===== src/rtl/fetch_stage.sv =====
// rtl/fetch_stage.sv - instruction fetch: PC ownership, sync IMEM addressing, zero-bubble redirect, stall hold
// Splits the fetched word into decoder fields; all fields read as zero while no instruction is valid.
module fetch_stage #(
  parameter int ADDR_W   = 12,
  parameter int RESET_PC = 0
) (
  input  logic              clock,
  input  logic              reset_n,
  input  logic              stall,
  input  logic              jump_en,
  input  logic [26:0]       jump_target,
  input  logic              branch_en,
  input  logic [16:0]       branch_offset,
  output logic [ADDR_W-1:0] imem_addr,
  input  logic [31:0]       imem_q,
  output logic              instr_valid,
  output logic [31:0]       instr,
  output logic [31:0]       pc_out,
  output logic [31:0]       pc_plus1,
  output logic [4:0]        opcode,
  output logic [4:0]        rd,
  output logic [4:0]        rs,
  output logic [4:0]        rt,
  output logic [4:0]        shamt,
  output logic [4:0]        alu_op,
  output logic [31:0]       imm_sext,
  output logic [26:0]       target,
  output logic [31:0]       fetch_count
);

  localparam logic [ADDR_W-1:0] RST_PC = ADDR_W'(RESET_PC);

  logic [ADDR_W-1:0] pc_f_q, pc_f_d;
  logic [ADDR_W-1:0] pc_d_q, pc_d_d;
  logic              dvalid_q, dvalid_d;
  logic [31:0]       fetch_count_q, fetch_count_d;

  logic              redirect;
  logic [31:0]       br_sum;
  logic [ADDR_W-1:0] tgt;
  logic [ADDR_W-1:0] pc_inc;
  logic              unused_bits;

  // Branch sum is formed at full width so the wrap is correct for any ADDR_W.
  assign br_sum      = 32'(pc_d_q) + 32'd1 + {{15{branch_offset[16]}}, branch_offset};
  assign unused_bits = ^{jump_target[26:ADDR_W], br_sum[31:ADDR_W]};

  always_comb begin
    instr_valid   = dvalid_q & reset_n;
    redirect      = instr_valid & (jump_en | branch_en);
    tgt           = jump_en ? jump_target[ADDR_W-1:0] : br_sum[ADDR_W-1:0];

    // Stalling re-reads the held address so imem_q stays put next cycle.
    if (!reset_n)      imem_addr = pc_f_q;
    else if (stall)    imem_addr = pc_d_q;
    else if (redirect) imem_addr = tgt;
    else               imem_addr = pc_f_q;

    pc_f_d        = pc_f_q;
    pc_d_d        = pc_d_q;
    dvalid_d      = dvalid_q;
    fetch_count_d = fetch_count_q;
    if (!stall) begin
      pc_d_d   = imem_addr;
      pc_f_d   = imem_addr + ADDR_W'(1);
      dvalid_d = 1'b1;
      if (instr_valid) fetch_count_d = fetch_count_q + 32'd1;
    end
  end

  always_ff @(posedge clock) begin
    if (!reset_n) begin
      pc_f_q        <= RST_PC;
      pc_d_q        <= RST_PC;
      dvalid_q      <= 1'b0;
      fetch_count_q <= 32'd0;
    end else begin
      pc_f_q        <= pc_f_d;
      pc_d_q        <= pc_d_d;
      dvalid_q      <= dvalid_d;
      fetch_count_q <= fetch_count_d;
    end
  end

  assign pc_inc      = pc_d_q + ADDR_W'(1);
  assign instr       = instr_valid ? imem_q : 32'h0;
  assign pc_out      = 32'(pc_d_q);
  assign pc_plus1    = 32'(pc_inc);
  assign opcode      = instr[31:27];
  assign rd          = instr[26:22];
  assign rs          = instr[21:17];
  assign rt          = instr[16:12];
  assign shamt       = instr[11:7];
  assign alu_op      = instr[6:2];
  assign imm_sext    = {{15{instr[16]}}, instr[16:0]};
  assign target      = instr[26:0];
  assign fetch_count = fetch_count_q;

endmodule


===== config.mk =====
export PLATFORM = sky130hd
export DESIGN_NAME = fetch_stage
export DESIGN_NICKNAME = d
export VERILOG_FILES = /design/src/rtl/fetch_stage.sv
export SDC_FILE = /design/constraint.sdc
export NUM_CORES = 1
export LEC_CHECK = 0
export ABC_AREA = 1
export CAP_MARGIN = 10
export CORE_AREA = 2 2 122 124
export DETAILED_ROUTE_END_ITERATION = 12
export DIE_AREA = 0 0 124 126
export PLACE_DENSITY = 0.79
export SLEW_MARGIN = 20
export SYNTH_ARGS = -nofsm -noshare
export SYNTH_HDL_FRONTEND = slang
export SYNTH_SLANG_ARGS = --single-unit

===== constraint.sdc =====
create_clock -name clock -period 4.5 [get_ports clock]
set_input_delay 0.9 -clock clock [delete_from_list [all_inputs] [get_ports clock]]
set_output_delay 0.9 -clock clock [all_outputs]
set_load 0.03 [all_outputs]

# --- Word-level counts from Yosys, hierarchy flattened ---
# Cells that the tools add are included.
# Widths: inputs -> output; s select.
word_totals:
  register_bits: 57
  inputBits: 81
  output_inout_bits: 230
  wordCells: 19
op_classes:
  n_addsub: 5
  mux: 5
  n_bitwise: 4
  n_reduce_logical: 1
ops:
  columns: ["op", "count"]
  rows:
  - ["$mux 12", 4]
  - ["$add 12x1->12 const B", 3]
  - ["$add 32x1->32 const B", 1]
  - ["$mux 32", 1]
  - ["$add 12x12->12", 1]
  - ["$and 1x1->1", 2]
  - ["$reduce_and 2->1", 1]
  - ["$not 1->1", 1]
  - ["$or 1x1->1", 1]

# --- Longest topological paths before layout ---
# Gate-level depths: netlist of run 1.
depth:
  word_depth: 7
  ltp_mapped: 19
  ltp_nobuf: 19

# --- Least setup slack after synthesis of run 1 ---
# OpenSTA, ideal clock, no wires.
synth_timing:
  kind: "input to output"
  startpoint: "input port branch_offset[0]"
  endpoint: "output port imem_addr[10]"
  arrival_ns: 3.001
  required_time_ns: 3.600
  slack_ns: 0.599
  cell_stages: 12
  path_buffers: 0
  path_cell_list: "inv_1 > ha_1 > fa_1 > o21ai_1 > nand3_1 > nand2_1 > nand2_1 > nand2_1 > nand2_1 > nand3_1 > nand2_1 > a21boi_0"
synth_between:
  elab_chain_len: 5
synth_rtl:
  columns: ["element", "line", "rtl"]
  rows:
  - ["start, declared", "13", "input logic [16:0] branch_offset,"]
  - ["$add 12x12->12", "45", "assign br_sum = 32'(pc_d_q) + 32'd1 + {{15{branch_offset[16]}}, branch_offset};"]
  - ["$mux 12", "51", "tgt = jump_en ? jump_target[ADDR_W-1:0] : br_sum[ADDR_W-1:0];"]
  - ["$mux 12", "56", "else if (redirect) imem_addr = tgt;"]
  - ["$mux 12", "55", "else if (stall) imem_addr = pc_d_q;"]
  - ["$mux 12", "54", "if (!reset_n) imem_addr = pc_f_q;"]
  - ["end, declared", "14", "output logic [ADDR_W-1:0] imem_addr,"]
# Every way passes these cells.

# --- Final worst setup path of run 1 ---
# Ends and elaborated chain as after synthesis.

==> metrics.md, run 1 <==
| Metric | Value |
|---|---|
| Status | finished, final reports clean |
| Antenna diode count | 0 |
| EDFF count, synth | 0 |
| Crit-path max FO | 3 |
| Hold WC Path Type | reg -> reg |
| CP peak stage delay | ~450 ps |
| Worst path required time | around 3600 ps |
| Avg WL per Cell | about 14 um |
| WL final | 16400 um |
| Reg2reg path depth | 18 |
| Vias | between 5k and 6k |
| Fill cells | between 1k and 1.5k |
| Setup TNS | 0 ps |
| Slowest CP cell | clkdlybuf4s50_1 |
| Critical path, cell by cell | clkdlybuf4s50_1 -> inv_1 -> ha_1 -> fa_1 -> o21ai_1 -> nand3_1 -> nand2_1 -> nand2_1 -> nand2_1 -> nand2_1 -> nand3_1 -> nand2_1 -> a21boi_0 -> buf_4 |
| Initial Utilization | 36.5% |
| Core area | roughly 14000 um^2 |
| Buffers on Ports | 250 |
| Multi-input gate area | approximately 2700 um^2 |
| Comb power frac | 34.9% |
| Die area | around 16000 um^2 |
| Clk sinks | between 50 and 60 |
| Routed Antenna Nets | 0 |
| Min-delay src | fetch_count[31]$_SDFFE_PN0P_ |
| FFs w/ async S/R, synth | 0% |
| Final Max Slew Viols | 0 |
| # DRC | 0 |
| I/O Pins | between 300 and 400 |
| Crit Reg-Reg Endpoint | pc_f_q[10]$_SDFFE_PN0N_ |
| Design area | approximately 7300 um^2 |
| Fmax | roughly 230 MHz |
| Hold EP | fetch_count[31]$_SDFFE_PN0P_ |
| Post-synth top flop | dfxtp_1 |
| Sequential-to-total area share from yosys stat | 21.8% |
| P_sw | 0.636 mW |
| Drt first pass iters | 5 |
| Root Buffer | clkbuf_16 |
| Syn avg cell area | between 6 and 7 um^2 |
| Reg2Reg Setup Slack | 1600 ps |
| Post-Syn Instances | 839 |
| Total track usage | between 20% and 30% |
| MaxCap Viol Count | 0 |
| Critical R2R Launch | pc_d_q[0]$_SDFFE_PN0N_ |
| Number of setup buffers added after CTS | 0 |
| Fin crit share | 95.4% |
| Post-synthesis cell type count | 46 |
| Cts hold-fix bufs | 0 |
| Layout area overhead | 40.1% |
| Cell Pwr Density | around 240 nW/um^2 |
| Critical path endpoint category | output port |
| Critical path class | in -> out |
| Fin. Hold Viols | 0 |
| Share of layout cells above drive strength 1 | between 10% and 20% |
| RSZ-0062 raised after global routing | no |
| Final Critical Period | ~4300 ps |
| H-tree depth | 3 |
| Clock transition at the registers of the reported paths | about 50 ps |
| Wire length of the first global-routing pass | 25000 um |
| Vias in the first global route | between 4k and 5k |
| Worst Clk Skew | around 6.5 ps |
| TritonCTS buffer count | 9 |
| Max_slew headroom | slightly below 60% |
| Largest net degree at the start of global routing | between 40 and 50 |
| CTS tree | built |
| Worst endpoint data arrival time | roughly 3400 ps |
| HPWL after DPL | 13200 um |
| Top cell by count, worst path | nand2_1 |
| Post-DP Area | 7040 um^2 |
| Post_cts resized | 0 |
| Switching share of power | 35.6% |
| Chip Width | 124 um |
| Post-Syn Area | roughly 5200 um^2 |
| Vias per cell | ~4.6 |
| Power Internal | roughly 1.2 mW |
| Die H | roughly 130 um |
| Clock Tree Buf Depth | 2 |
| Slew @ Worst Pin | 617 ps |
| Final Setup Violations | 0 |
| Hold path cells | 2 |
| Drt initial violations | roughly 300 |
| Critical Path Start Type | input port |
| Peak supply drop | 193 uV |
| Flop pwr share | between 30 and 40% |
| Initial antenna violation count | 0 |
| Clock latency on the worst-skew pair | ~320 ps |
| Synth Register Bits | 57 |
| Placer Congestion | slightly below 0.9 |
| Clock power frac | around a third |
| Pleak | between 3 and 4 nW |
| FF/Latch Area | 1140 um^2 |
| Core Rows | 44 |
| YS warnings | 0 |
| Final Net Count | ~1.1k |
| GR Overflow Total | 0 |
cells in the mapped netlist (4+ instances only):
library cell / n / area (um^2)
xor2_1: 15 / 131
nand3_1: 43 / 215
a21oi_1: 58 / 290
nor2_1: 102 / 383
nand2_1: 156 / 586
nand2_2: 4 / 25.0
ha_1: 14 / 175
inv_2: 4 / 15.0
inv_1: 131 / 492
o211ai_1: 4 / 30.0
xnor2_1: 5 / 43.8
dfxtp_1: 57 / 1140
nor3_1: 18 / 90.1
buf_4: 129 / 968
nand3_2: 4 / 40.0
o21ai_0: 27 / 135
nand4_1: 9 / 56.3
clkbuf_1: 14 / 52.6
routing by layer:
layer	part of all wire, %	track usage (%)	up-vias
met4	0.78	3.04	0
met3	10	6.88	17
met5	0	0	-
li1	-	-	2772
met2	45	32.9	221
met1	44	26.8	2444
worst max path at each step:
stage / startpoint / endpoint / slack [ps] / depth (start not counted)
2_1_floorplan: branch_offset[0] / imem_addr[10] / 600 / 12
3_3_place_gp: branch_offset[0] / imem_addr[10] / 220 / 14
3_5_place_dp: branch_offset[0] / imem_addr[10] / 200 / 14
4_1_cts: branch_offset[0] / imem_addr[10] / 210 / 14
5_1_grt: branch_offset[0] / imem_addr[10] / 60 / 14
6_report: branch_offset[0] / imem_addr[10] / 210 / 14
critical path: cells and delay by family:
family	cells	cell delay (ps)
AOI/OAI and AO/OA	2	530
adders and majority gates	2	630
buffers and inverters	3	740
and+or+nand+nor	7	590
layout by cell type (no fill, tap or decap), types with 2 or more instances in the layout:
master	netlist	routed
nand2_1	156	156
inv_1	131	131
buf_4	129	125
clkdlybuf4s50_1	0	116
nor2_1	102	102
a21oi_1	58	58
dfxtp_1	57	57
nand3_1	43	43
conb_1	1	40
o21ai_0	27	27
buf_12	0	20
nor3_1	18	18
xor2_1	15	15
ha_1	14	14
nand4_1	9	9
clkbuf_16	0	9
xnor2_1	5	5
nand2_2	4	4
inv_2	4	4
o211ai_1	4	4
nand3_2	4	4
a21boi_0	3	3
a21oi_2	3	3
nor2_2	3	3
nor2_4	3	3
clkinv_2	0	3
a31oi_1	2	2
nand3b_1	2	2
o21ai_1	2	2
nor4_1	2	2
o21a_1	2	2
clkbuf_8	0	2
clkbuf_1	14	2
cells by family after synthesis:
group	count (synthesis)	synth area share, %
AO/OA/AOI/OAI	108	11.5
other	1	0.0718
adder cells (fa/ha/maj)	15	3.73
AND/OR/NAND/NOR	352	29.4
XOR/XNOR	20	3.35
buffers and inverters	286	30.1
flip-flops	57	21.8
area by class of cell:
type / count / share of cell area, %
clock buffer: 13 / 3.56
inverter: 136 / 7.01
multi-input combinational: 535 / 36.3
sequential: 57 / 15.6
tap: 184 / 3.15
timing repair buffer: 261 / 34.2
clock inverter: 3 / 0.205
registers in the layout, summed over array words and instances (netlist names):
signal and cells:
fetch_count 32, pc_f_q 12, dvalid_q 1, pc_d_q 12
metrics by stage:
| step | std cells | setup WS [ps] | hold WS [ps] | power, mW | utilization (%) |
|---|---|---|---|---|---|
| final | 1189 | 207 | 469 | 1.79 | 51.1 |
| after global routing | 1189 | 63.5 | 504 | 1.88 | 51.1 |
| after CTS | 1189 | 208 | 471 | 1.80 | 51.1 |
| after detailed placement | 1173 | 199 | 464 | 1.17 | 49.2 |
| after global placement | 1173 | 221 | 457 | 1.16 | 49.2 |
| after floorplan | 878 | 599 | 450 | 0.990 | - |
power by group through the flow:
stage | combinational [mW] | clock, mW | sequential, mW
CTS | 0.626 | 0.637 | 0.537
global placement | 0.618 | 0 | 0.547
detailed placement | 0.623 | 0 | 0.547
global route | 0.675 | 0.662 | 0.539
floorplan | 0.436 | 0 | 0.554
finish | 0.624 | 0.626 | 0.537
Note: power is estimated with default switching activity, not from simulation.
==> run 2: changes to the inputs <==
--- a/config.mk
+++ b/config.mk
@@ -6,7 +6,7 @@
 export NUM_CORES = 1
 export LEC_CHECK = 0
 export ABC_AREA = 1
-export CAP_MARGIN = 10
+export CAP_MARGIN = 20
 export CORE_AREA = 2 2 122 124
 export DETAILED_ROUTE_END_ITERATION = 12
 export DIE_AREA = 0 0 124 126
==> results of run 2 <==
Same layout as run 1: the final DEF is identical, and so are final timing and power.
